**src/rtl/pixel_issue_scheduler.sv**
```systemverilog
// Frame sequencer: raster-order pixel issue with credit limit, in-order result FIFO, frame-buffer write port.
// Optional PIXEL_SCHED_STATS_EN adds frame_cycles_out / stall_cycles_out statistics.
module pixel_issue_scheduler #(
  parameter int H_PIXELS     = 1280,
  parameter int V_PIXELS     = 720,
  parameter int MAX_INFLIGHT = 16,
  parameter int ADDR_W       = 20
) (
  input  logic              clk_in,
  input  logic              rst_in,
  input  logic              start_in,
  output logic              busy_out,
  output logic              frame_done_out,
  output logic              issue_valid_out,
  input  logic              issue_ready_in,
  output logic [10:0]       x_out,
  output logic [9:0]        y_out,
  input  logic              result_valid_in,
  input  logic [11:0]       rgb_in,
  output logic              wr_en_out,
  input  logic              wr_ready_in,
  output logic [ADDR_W-1:0] wr_addr_out,
  output logic [11:0]       wr_data_out,
  output logic              overflow_err_out
`ifdef PIXEL_SCHED_STATS_EN
  ,
  output logic [31:0]       frame_cycles_out,
  output logic [31:0]       stall_cycles_out
`endif
);

  localparam int PTR_W = $clog2(MAX_INFLIGHT);
  localparam int CNT_W = PTR_W + 1;

  localparam logic [1:0] ST_IDLE  = 2'd0;
  localparam logic [1:0] ST_ISSUE = 2'd1;
  localparam logic [1:0] ST_DRAIN = 2'd2;
  localparam logic [1:0] ST_DONE  = 2'd3;

  localparam logic [CNT_W-1:0]  MAX_CNT   = CNT_W'(MAX_INFLIGHT);
  localparam logic [10:0]       X_LAST    = 11'(H_PIXELS - 1);
  localparam logic [9:0]        Y_LAST    = 10'(V_PIXELS - 1);
  localparam logic [ADDR_W-1:0] ADDR_LAST = ADDR_W'(H_PIXELS * V_PIXELS - 1);

  logic [1:0]       state;
  logic [CNT_W-1:0] outstanding;
  logic [CNT_W-1:0] fifo_count;
  logic [PTR_W-1:0] rd_ptr;
  logic [PTR_W-1:0] wr_ptr;
  logic [11:0]      mem [MAX_INFLIGHT];
  logic             issue_xfer;
  logic             wr_xfer;
  logic             fifo_full;
  logic             bad_result;
  logic             push;
  logic             last_pixel;
  logic             start_accept;

  // Valid depends only on registered state, never on issue_ready_in.
  assign issue_valid_out = (state == ST_ISSUE) && (outstanding < MAX_CNT);
  assign issue_xfer      = issue_valid_out && issue_ready_in;
  assign wr_en_out       = (fifo_count != '0);
  assign wr_xfer         = wr_en_out && wr_ready_in;
  assign wr_data_out     = wr_en_out ? mem[rd_ptr] : '0;
  assign fifo_full       = (fifo_count == MAX_CNT);
  assign bad_result      = result_valid_in && ((outstanding == '0) || (fifo_full && !wr_xfer));
  assign push            = result_valid_in && !bad_result;
  assign last_pixel      = (x_out == X_LAST) && (y_out == Y_LAST);
  assign start_accept    = (state == ST_IDLE) && start_in;
  assign busy_out        = (state == ST_ISSUE) || (state == ST_DRAIN);
  assign frame_done_out  = (state == ST_DONE);

  always_ff @(posedge clk_in or posedge rst_in) begin
    if (rst_in) begin
      state <= ST_IDLE;
    end else begin
      case (state)
        ST_IDLE:  if (start_in) state <= ST_ISSUE;
        ST_ISSUE: if (issue_xfer && last_pixel) state <= ST_DRAIN;
        ST_DRAIN: if (outstanding == '0) state <= ST_DONE;
        default:  state <= ST_IDLE;
      endcase
    end
  end

  always_ff @(posedge clk_in or posedge rst_in) begin
    if (rst_in) begin
      x_out <= '0;
      y_out <= '0;
    end else if (issue_xfer) begin
      if (x_out == X_LAST) begin
        x_out <= '0;
        y_out <= (y_out == Y_LAST) ? '0 : y_out + 1'b1;
      end else begin
        x_out <= x_out + 1'b1;
      end
    end
  end

  always_ff @(posedge clk_in or posedge rst_in) begin
    if (rst_in) begin
      outstanding <= '0;
    end else begin
      case ({issue_xfer, wr_xfer})
        2'b10:   outstanding <= outstanding + 1'b1;
        2'b01:   outstanding <= outstanding - 1'b1;
        default: outstanding <= outstanding;
      endcase
    end
  end

  always_ff @(posedge clk_in or posedge rst_in) begin
    if (rst_in) begin
      rd_ptr     <= '0;
      wr_ptr     <= '0;
      fifo_count <= '0;
    end else begin
      if (push)    wr_ptr <= wr_ptr + 1'b1;
      if (wr_xfer) rd_ptr <= rd_ptr + 1'b1;
      case ({push, wr_xfer})
        2'b10:   fifo_count <= fifo_count + 1'b1;
        2'b01:   fifo_count <= fifo_count - 1'b1;
        default: fifo_count <= fifo_count;
      endcase
    end
  end

  // Storage needs no reset; the output mux hides stale entries while empty.
  always_ff @(posedge clk_in) begin
    if (push) mem[wr_ptr] <= rgb_in;
  end

  always_ff @(posedge clk_in or posedge rst_in) begin
    if (rst_in) begin
      wr_addr_out      <= '0;
      overflow_err_out <= 1'b0;
    end else begin
      if (start_accept) begin
        wr_addr_out <= '0;
      end else if (wr_xfer) begin
        wr_addr_out <= (wr_addr_out == ADDR_LAST) ? '0 : wr_addr_out + 1'b1;
      end
      if (bad_result) overflow_err_out <= 1'b1;
    end
  end

`ifdef PIXEL_SCHED_STATS_EN
  logic [31:0] frame_run;
  logic [31:0] stall_run;

  // frame_run counts the start cycle as 1; the DONE cycle is added when latching.
  always_ff @(posedge clk_in or posedge rst_in) begin
    if (rst_in) begin
      frame_run        <= '0;
      stall_run        <= '0;
      frame_cycles_out <= '0;
      stall_cycles_out <= '0;
    end else begin
      if (start_accept) begin
        frame_run <= 32'd1;
        stall_run <= '0;
      end else if (busy_out) begin
        frame_run <= frame_run + 32'd1;
        if (issue_valid_out && !issue_ready_in) stall_run <= stall_run + 32'd1;
      end
      if (state == ST_DONE) begin
        frame_cycles_out <= frame_run + 32'd1;
        stall_cycles_out <= stall_run;
      end
    end
  end
`endif

endmodule

```
**config.mk**
```make
export PLATFORM = sky130hd
export DESIGN_NAME = pixel_issue_scheduler
export DESIGN_NICKNAME = d
export VERILOG_FILES = /design/src/rtl/pixel_issue_scheduler.sv
export SDC_FILE = /design/constraint.sdc
export NUM_CORES = 1
export LEC_CHECK = 0
export CAP_MARGIN = 20
export CORE_MARGIN = 2
export CORE_UTILIZATION = 38
export CTS_BUF_LIST = sky130_fd_sc_hd__clkbuf_2 sky130_fd_sc_hd__clkbuf_4 sky130_fd_sc_hd__clkbuf_8
export CTS_CLUSTER_SIZE = 12
export DETAILED_ROUTE_END_ITERATION = 7
export REMOVE_ABC_BUFFERS = 1
export SLEW_MARGIN = 20
export SYNTH_ARGS = -nofsm -noshare
export SYNTH_HDL_FRONTEND = slang
export SYNTH_SLANG_ARGS = --single-unit
```
**constraint.sdc**
```tcl
create_clock -name clk_in -period 8.18 [get_ports clk_in]
set_input_delay 1.636 -clock clk_in [delete_from_list [all_inputs] [get_ports clk_in]]
set_output_delay 1.636 -clock clk_in [all_outputs]
set_load 0.01 [all_outputs]
```
## After elaboration in Yosys (flattened, before gate mapping)

Memory sizes are Yosys's and may differ from the RTL's.
Index checks and enable logic that the tools add are counted.
Widths: inputs -> output; s select.

- $lt $le $gt $ge: 1
- Equal/unequal tests: 14
- Add/sub/neg operators: 9
- Reduce and logical (&&, ||, !) cells: 21
- Muxes and demuxes: 14

Operators by type and width:

| cell | number |
|---|---|
| $mux 20 | 3 |
| $add 20x1->20 const B | 1 |
| $eq 20x20->1 const B | 1 |
| $pmux 5 s2 | 2 |
| $mux 12 | 1 |
| $add 11x1->11 const B | 1 |
| $eq 11x11->1 const B | 1 |
| $mux 11 | 1 |
| $add 10x1->10 const B | 1 |
| $add 5x1->5 const B | 2 |
| $eq 10x10->1 const B | 1 |
| $mux 10 | 1 |
| $sub 5x1->5 const B | 2 |
| $logic_and 1x1->1 | 9 |
| $add 4x1->4 const B | 2 |
| $eq 2x2->1 const B | 4 |
| $eq 2x1->1 const B | 3 |
| $mux 2 | 3 |
| $pmux 2 s3 | 1 |
| $reduce_bool 2->1 | 3 |
| $eq 5x5->1 const B | 1 |
| $logic_not 5->1 | 1 |
| $lt 5x5->1 const B | 1 |
| $reduce_bool 5->1 | 1 |
| 8 further kinds | 12 |

- Output and inout bits: 58
- RAM bits: 192
- Memories kept: 1
- Bits of input ports: 18
- Bits in registers: 62

Memories:

| name | words | width | read ports | clocked after memory_dff | wr ports | RTL line | source |
|---|---|---|---|---|---|---|---|
| mem | 16 | 12 | 1 | 0 | 1 | 50 | `logic [11:0] mem [MAX_INFLIGHT];` |

## Logic depth before layout (Yosys ltp)

Gate-level depths: netlist (run 1).

- Depth in word-level cells: 10
- Mapped depth: 14
- Mapped depth without buffers: 12

## Least setup slack after synthesis (run 1)

No wires, ideal clock.

- Path type: input to register
- From: input port wr_ready_in
- To: memory mem[3][0], enable pin
- Path buffers: 1
- Cell stages on the path: 4
- Data required time: 7.768 ns
- Arrival: 3.272 ns
- Path slack: 4.496 ns
- Cell sequence: nand2b_1 > o221ai_1 > buf_2 > nor4_1

- Cells in the longest elaborated chain, start to end: 9

RTL lines:

| element | RTL line | source |
|---|---|---|
| start: declaration | 21 | `input logic wr_ready_in,` |
| $logic_and 1x1->1 | 63 | `assign wr_xfer = wr_en_out && wr_ready_in;` |
| $logic_not 1->1 | 66 | `assign bad_result = result_valid_in && ((outstanding == '0) \|\| (fifo_full && !wr_xfer));` |
| $logic_and 1x1->1 | 66 |  |
| $logic_or 1x1->1 | 66 |  |
| $logic_and 1x1->1 | 66 |  |
| $logic_not 1->1 | 67 | `assign push = result_valid_in && !bad_result;` |
| $logic_and 1x1->1 | 67 |  |
| $mux 1 | 130 | `if (push) mem[wr_ptr] <= rgb_in;` |
| $mux 1 (implied by the code) | 130 |  |
| end: declaration | 50 |  |

Every way passes these cells.

## Worst setup path in the final report (run 1)

- From: register rd_ptr[0]
- To: output port wr_data_out[4]

- Cells in the longest elaborated chain, start to end: 2

RTL lines:

| element | RTL line | source |
|---|---|---|
| start: declaration | 48 | `logic [PTR_W-1:0] rd_ptr;` |
| start signal: assignment | 119 | `if (wr_xfer) rd_ptr <= rd_ptr + 1'b1;` |
| $mem_v2 16x12 | n/a |  |
| $mux 12 | 64 | `assign wr_data_out = wr_en_out ? mem[rd_ptr] : '0;` |
| end: declaration | 23 | `output logic [11:0] wr_data_out,` |

Every way passes these cells.

==> results of run 1 <==
==> per-layer routing <==
layer	share of wire	vias up	GRT usage
met5	0	-	0
met4	0.023	0	0.0559
met3	0.062	42	0.0423
met2	0.49	183	0.282
met1	0.43	3169	0.216
li1	-	2777	-
==> kinds of logic (layout without fill, tap and decap cells) <==
group | count (synthesis) | in the layout
AO/OA/AOI/OAI | 67 | 67
buffers and inverters | 39 | 171
adder cells (fa/ha/maj) | 21 | 21
flip-flops | 254 | 254
AND/OR/NAND/NOR | 162 | 162
XOR/XNOR | 36 | 36
multiplexers | 79 | 79
==> state kept, by name (all words and copies together) (netlist names) <==
signal            count
wr_ptr                4
y_out                10
mem                 192
wr_addr_out          20
fifo_count            5
outstanding           5
x_out                11
rd_ptr                4
overflow_err_out      1
state                 2
==> worst max path at each step <==
stage / endpoint / slack [ns] / depth (start not counted)
after floorplan: wr_data_out[10] / 3.59 / 3
after global placement: wr_data_out[8] / 3.49 / 5
after detailed placement: wr_data_out[4] / 3.48 / 5
after CTS: wr_data_out[4] / 2.88 / 5
after global routing: wr_data_out[4] / 2.66 / 5
final: wr_data_out[4] / 2.98 / 5
==> final cells by class <==
cell class	instances	share of cell area
flip-flops and latches	254	0.570
multi-input cells	365	0.261
repair buffers	84	0.0638
clock buffers	58	0.0559
well taps	378	0.0369
clock inverters	15	0.00809
inverters	14	0.00410
==> layout by cell type, fill, tap and decap left out, drive strengths merged, types with 3 or more instances in the layout <==
master | Yosys | final
edfxtp | 192 | 192
clkdlybuf4s50 | 0 | 75
dfrtp | 62 | 62
clkbuf | 13 | 58
mux4 | 48 | 48
nand2 | 34 | 34
mux2i | 27 | 27
nand3 | 24 | 24
nor2 | 23 | 23
xor2 | 20 | 20
ha | 20 | 20
o21ai | 17 | 17
xnor2 | 16 | 16
inv | 14 | 16
nand4 | 15 | 15
o22ai | 12 | 12
a21oi | 11 | 11
and3 | 10 | 10
and2 | 10 | 10
clkinv | 0 | 10
buf | 12 | 9
nor3 | 8 | 8
o31ai | 8 | 8
a21o | 7 | 7
nor2b | 7 | 7
nor4 | 7 | 7
nand2b | 5 | 5
and4 | 4 | 4
mux2 | 4 | 4
nor3b | 3 | 3
or3 | 3 | 3
==> worst register-to-register path: cells and delay by family (launching register included) <==
family          cells  cell delay (ns)
compound gates      3             0.61
xor+xnor            1             0.14
fa+ha+maj           2             0.62
buf+inv             1             0.22
flops               1             0.47
simple gates        3             1.19
==> power groups by stage <==
| stage | Clock (mW) | Combinational [mW] | Sequential (mW) |
|---|---|---|---|
| 6_report | 1.09 | 1.22 | 1.75 |
| 5_1_grt | 1.18 | 1.32 | 1.78 |
| 4_1_cts | 1.12 | 1.23 | 1.75 |
| 3_5_place_dp | 0 | 1.23 | 1.78 |
| 3_3_place_gp | 0 | 1.20 | 1.76 |
| 2_1_floorplan | 0 | 0.714 | 1.79 |
==> per-stage QoR <==
stage	total power, mW	cell area [sq um]	hold slack [ns]
after floorplan	2.51	10700	0.470
final	4.06	12800	0.463
after detailed placement	3.01	12000	0.447
after global routing	4.28	12800	0.500
after global placement	2.96	12000	0.449
after CTS	4.11	12800	0.465
==> out/qor.yml, run 1 <==
status:
  status: "complete, no violations"
die:
  die_h_microns: 172
  dieWidth_microns: 172
  top_level_ports: 76
  dieArea_sq_mm: 0.0297
  core_area_sq_mm: 0.0279
  start_util: 0.387
  rows: 61
clock_network:
  cts-resized-gates: 0
  cts_buffer_depth: 3
  post-cts-setup-buffers: 0
  cts.clk_slew.worst_paths_ns: 0.06
  cts_buffers: 41
  cts_tree: "done"
  htree_levels: 2
  clk_latency_ns: 0.55
  root_buffer: "clkbuf_8"
  cts_sinks: 254
  ctsHoldBuffers: 0
drt:
  via_count: 6171
  viasPerCell: 5.28
  antenna_left: 0
  drc_errors: 0
  post_drt_wl_per_cell_microns: 20.6
  drt-total-wl_mm: 24.0
  dr.pass1.iters: 5
  drt_iter0_markers: 485
power_and_ir_drop:
  clockPowerShare: 0.269
  p_leak_nw: 4.56
  powerDensity_mw_per_mm2: 316
  pwr-share-comb: 0.300
  pwr-share-seq: 0.432
  p_sw_frac: 0.315
  irDropWorstVdd_uv: 160
  p_int_mw: 2.78
  p_sw_mw: 1.28
grt:
  overflow: 0
  first_global_vias: 6517
  grt_pass1_wl_mm: 37.3
  antenna_found_initial: 0
  grt_usage: 0.169
  grt_max_degree: 63
place:
  gp_congestion: 0.805
  dp_hpwl_mm: 14.6
  dp_cells: 1095
  dp_slack_ns: 3.48
  place.port_buffers: 75
setup_path:
  r2r-end: "outstanding[4]$_DFFE_PP0P_"
  crit_chain: "buf_4 > mux4_2 > mux2i_1 > o22ai_1 > clkdlybuf4s50_1"
  worstRegToRegCells: 10
  cp_slowest_stage_delay_ns: 0.92
  path_delay_family: "buffers and inverters"
  worstSetupPathType: "register to output port"
  slowest_stage: "dfrtp_2"
  reg2reg_slack_ns: 4.81
  worstSetupEndpointType: "output port"
  worstSetupStartpoint: "rd_ptr[0]$_DFFE_PP0P_"
  crit_buf_inv: 2
  crit_fanout: 26
  rr_startpoint: "fifo_count[2]$_DFFE_PP0P_"
  cp.required_ns: 6.54
  cp-start-kind: "register"
  arrival_ns: 3.57
worst_hold_path:
  worstHoldPathType: "register to register"
  min-delay-start: "overflow_err_out$_DFFE_PP0P_"
  hold_end: "overflow_err_out$_DFFE_PP0P_"
  whs_path_depth: 1
logic_synthesis:
  yosysSeqAreaShare: 0.678
  async_flop_share: 0.244
  synth_edf_count: 192
  synth_top_family_by_area: "multiplexers"
  synth_top_area_frac: 0.535
  netlist_top_cells_area: "edfxtp_1, dfrtp_1, mux4_2, mux2i_1, ha_1"
  muxShareOfSynthArea: 0.130
  yosys.area_share.simple: 0.0829
  synth_cells: 658
  synth_commonest_cells: "edfxtp_1, dfrtp_1, mux4_2, nand2_1, mux2i_1"
  synth_flop_cell: "edfxtp_1"
  yosysWarnings: 0
  synth_top_cell_by_area: "edfxtp_1"
  synth_fa_ha_area_frac: 0.0251
  syn_area_sq_mm: 0.0108
  yosysUniqueCellTypes: 55
  ys_seq_elements: 254
  yosysMostFrequentCell: "edfxtp_1"
  synth_xor_area_frac: 0.0292
  avgSynthCellArea_sq_um: 16.4
  synth_compound_area_frac: 0.0397
run:
  drv_cap: 0
sta:
  skew_ns: 0.0226
  setup_viol_count_final: 0
  maxSlewHeadroom: 0.314
  final.period_utilization: 0.636
  max_freq_mhz: 192
  tightestPinTransition_ns: 1.03
  rsz0062_at_grt: "false"
  timing.final.ws_setup_ns: 2.98
  setup_tns_ns: 0
  period_minus_slack_ns: 5.20
  drv_slew: 0
  finalHoldViolCount: 0
finish:
  seq_area_sq_mm: 0.00732
  drive_above_1_share: 0.187
  fillers: 2395
  multi_input_area_sq_mm: 0.00335
  area_growth_pct: 19.0
  final_util: 0.461
  final_cells: 1168
  nNetsFinal: 799
  antenna_cells: 0
Power figures use the tool's default switching activity.
==> inputs of run 2 (changes only) <==
==> constraint.sdc (replaced) <==
create_clock -name clk_in -period 5.1 [get_ports clk_in]
set_input_delay 1.02 -clock clk_in [delete_from_list [all_inputs] [get_ports clk_in]]
set_output_delay 1.02 -clock clk_in [all_outputs]
set_load 0.01 [all_outputs]
==> run 2 against run 1 <==
  * Sequential power rose by 60%
  * Design area rose by 0.73%
  * Sequential share of layout area fell by 0.41 points
  * Non-clock buffer count rose by 3
  * Count of clock-buffer cells in the layout rose by 1
  * Critical endpoint is now wr_data_out[7]
  * Largest cell class unchanged
  * Highest routed layer unchanged
==> out/qor.yml, run 2 (same netlist as run 1, synthesis figures left out) <==
die:
  die_h_microns: 172
  rows: 61
  core_area_sq_mm: 0.0279
  dieArea_sq_mm: 0.0297
  top_level_ports: 76
  start_util: 0.387
  dieWidth_microns: 172
place:
  dp_cells: 1098
  dp_hpwl_mm: 15.1
  dp_slack_ns: 1.09
  gp_congestion: 0.798
  place.port_buffers: 75
drt:
  dr.pass1.iters: 5
  maxUsedRoutingLayer: "met4"
  drc_errors: 0
  antenna_left: 0
  drt-total-wl_mm: 23.8
  wl_met1_mm: 10.4
  via_count: 6271
  post_drt_wl_per_cell_microns: 20.2
  drt_iter0_markers: 431
  wl_met2_mm: 11.6
  met3_length_mm: 1.41
  viasPerCell: 5.32
clock_network:
  cts_tree: "done"
  cts_buffers: 44
  htree_levels: 2
  cts_sinks: 254
  root_buffer: "clkbuf_8"
  cts-resized-gates: 0
  cts.clk_slew.worst_paths_ns: 0.07
  post-cts-setup-buffers: 0
  cts_buffer_depth: 3
  clk_latency_ns: 0.55
  ctsHoldBuffers: 0
sta:
  timing.final.ws_setup_ns: 0.949
  max_freq_mhz: 241
  tightestPinTransition_ns: 0.929
  setup_viol_count_final: 0
  rsz0062_at_grt: "false"
  final.period_utilization: 0.814
  drv_slew: 0
  maxSlewHeadroom: 0.381
  skew_ns: 0.0296
  period_minus_slack_ns: 4.15
  finalHoldViolCount: 0
  setup_tns_ns: 0
run:
  drv_cap: 0
power_and_ir_drop:
  power_mw: 6.65
  p_sw_frac: 0.314
  irDropWorstVdd_uv: 207
  pwr-share-seq: 0.421
  pwr-share-comb: 0.300
  clockPowerShare: 0.280
  powerDensity_mw_per_mm2: 514
  p_int_mw: 4.56
  p_sw_mw: 2.08
  p_leak_nw: 4.62
grt:
  grt_pass1_wl_mm: 37.1
  first_global_vias: 6493
  grt_usage: 0.166
  grt_max_degree: 35
  overflow: 0
  antenna_found_initial: 0
setup_path:
  worstSetupEndpointType: "output port"
  arrival_ns: 3.13
  crit_fanout: 34
  worstSetupPathType: "register to output port"
  cp-start-kind: "register"
  cp.required_ns: 4.08
worst_hold_path:
  worstHoldPathType: "register to register"
finish:
  final_common_cell: "edfxtp_1"
  area_growth_pct: 19.8
  nNetsFinal: 805
  final_cells: 1178
  largest_reg_flops: 192
  final_util: 0.464
  regMostFlops: "mem"
  reg_top3: "mem x192, wr_addr_out x20, x_out x11"
  fillers: 2385
  drive_above_1_share: 0.188
  antenna_cells: 0
  layout_common_cells: "edfxtp_1, clkdlybuf4s50_1, dfrtp_1"
status:
  status: "complete, no violations"
[run 2: cell count changes in the layout (fill, tap and decap cells not counted), sizes merged]
cell	before	now
buf	9	12
clkinvlp	2	0
inv	16	17
bufinv	1	2
clkinv	10	16
clkbuf	58	59
[run 2: path summary, 6_finish.rpt]
check                      slack, ns  cells after the start                          from                      endpoint
max in group asynchronous       3.30                      3                        rst_in         rd_ptr[1]$_DFFE_PP0P_
min                             0.47                      1  overflow_err_out$_DFFE_PP0P_  overflow_err_out$_DFFE_PP0P_
min reg2reg                     0.47                      1  overflow_err_out$_DFFE_PP0P_  overflow_err_out$_DFFE_PP0P_
min in group asynchronous       0.91                      2                        rst_in  overflow_err_out$_DFFE_PP0P_
max                             0.95                      5         rd_ptr[1]$_DFFE_PP0P_                wr_data_out[7]
max reg2reg                     1.61                     10     fifo_count[1]$_DFFE_PP0P_    outstanding[4]$_DFFE_PP0P_
[run 2: final cells by class]
| cell class | count | area [sq um] | area share |
|---|---|---|---|
| flip-flops and latches | 254 | 7320 | 0.566 |
| multi-input cells | 365 | 3340 | 0.259 |
| repair buffers | 87 | 841 | 0.0651 |
| clock buffers | 59 | 737 | 0.0570 |
| well taps | 378 | 473 | 0.0366 |
| clock inverters | 21 | 160 | 0.0124 |
| inverters | 14 | 52.6 | 0.00407 |
[run 2: power groups by stage]
| stage | sequential, mW | clock (mW) | combinational (mW) |
|---|---|---|---|
| floorplan | 2.88 | 0 | 1.15 |
| global placement | 2.81 | 0 | 1.96 |
| detailed placement | 2.84 | 0 | 2.02 |
| CTS | 2.80 | 1.91 | 2.04 |
| global route | 2.84 | 2.01 | 2.17 |
| finish | 2.80 | 1.86 | 1.99 |
[run 2: routing by layer]
metal  up-vias  GRT usage
li1       2808          -
met3        36     0.0378
met4         0     0.0406
met2       174      0.276
met1      3253      0.223
met5         -          0
[run 2: per-stage QoR]
stage	hold slack (ns)	cell area, sq um
6_report	0.465	12900
3_5_place_dp	0.453	12000
4_1_cts	0.472	12900
2_1_floorplan	0.470	10700
5_1_grt	0.515	12900
3_3_place_gp	0.441	12000
[run 2: critical path: stages, from the launching register on]
cell             delay (ns)
dfrtp_2                0.95
buf_4                  0.41
mux4_2                 0.35
mux2i_1                0.22
o22ai_1                0.13
clkdlybuf4s50_1        0.51
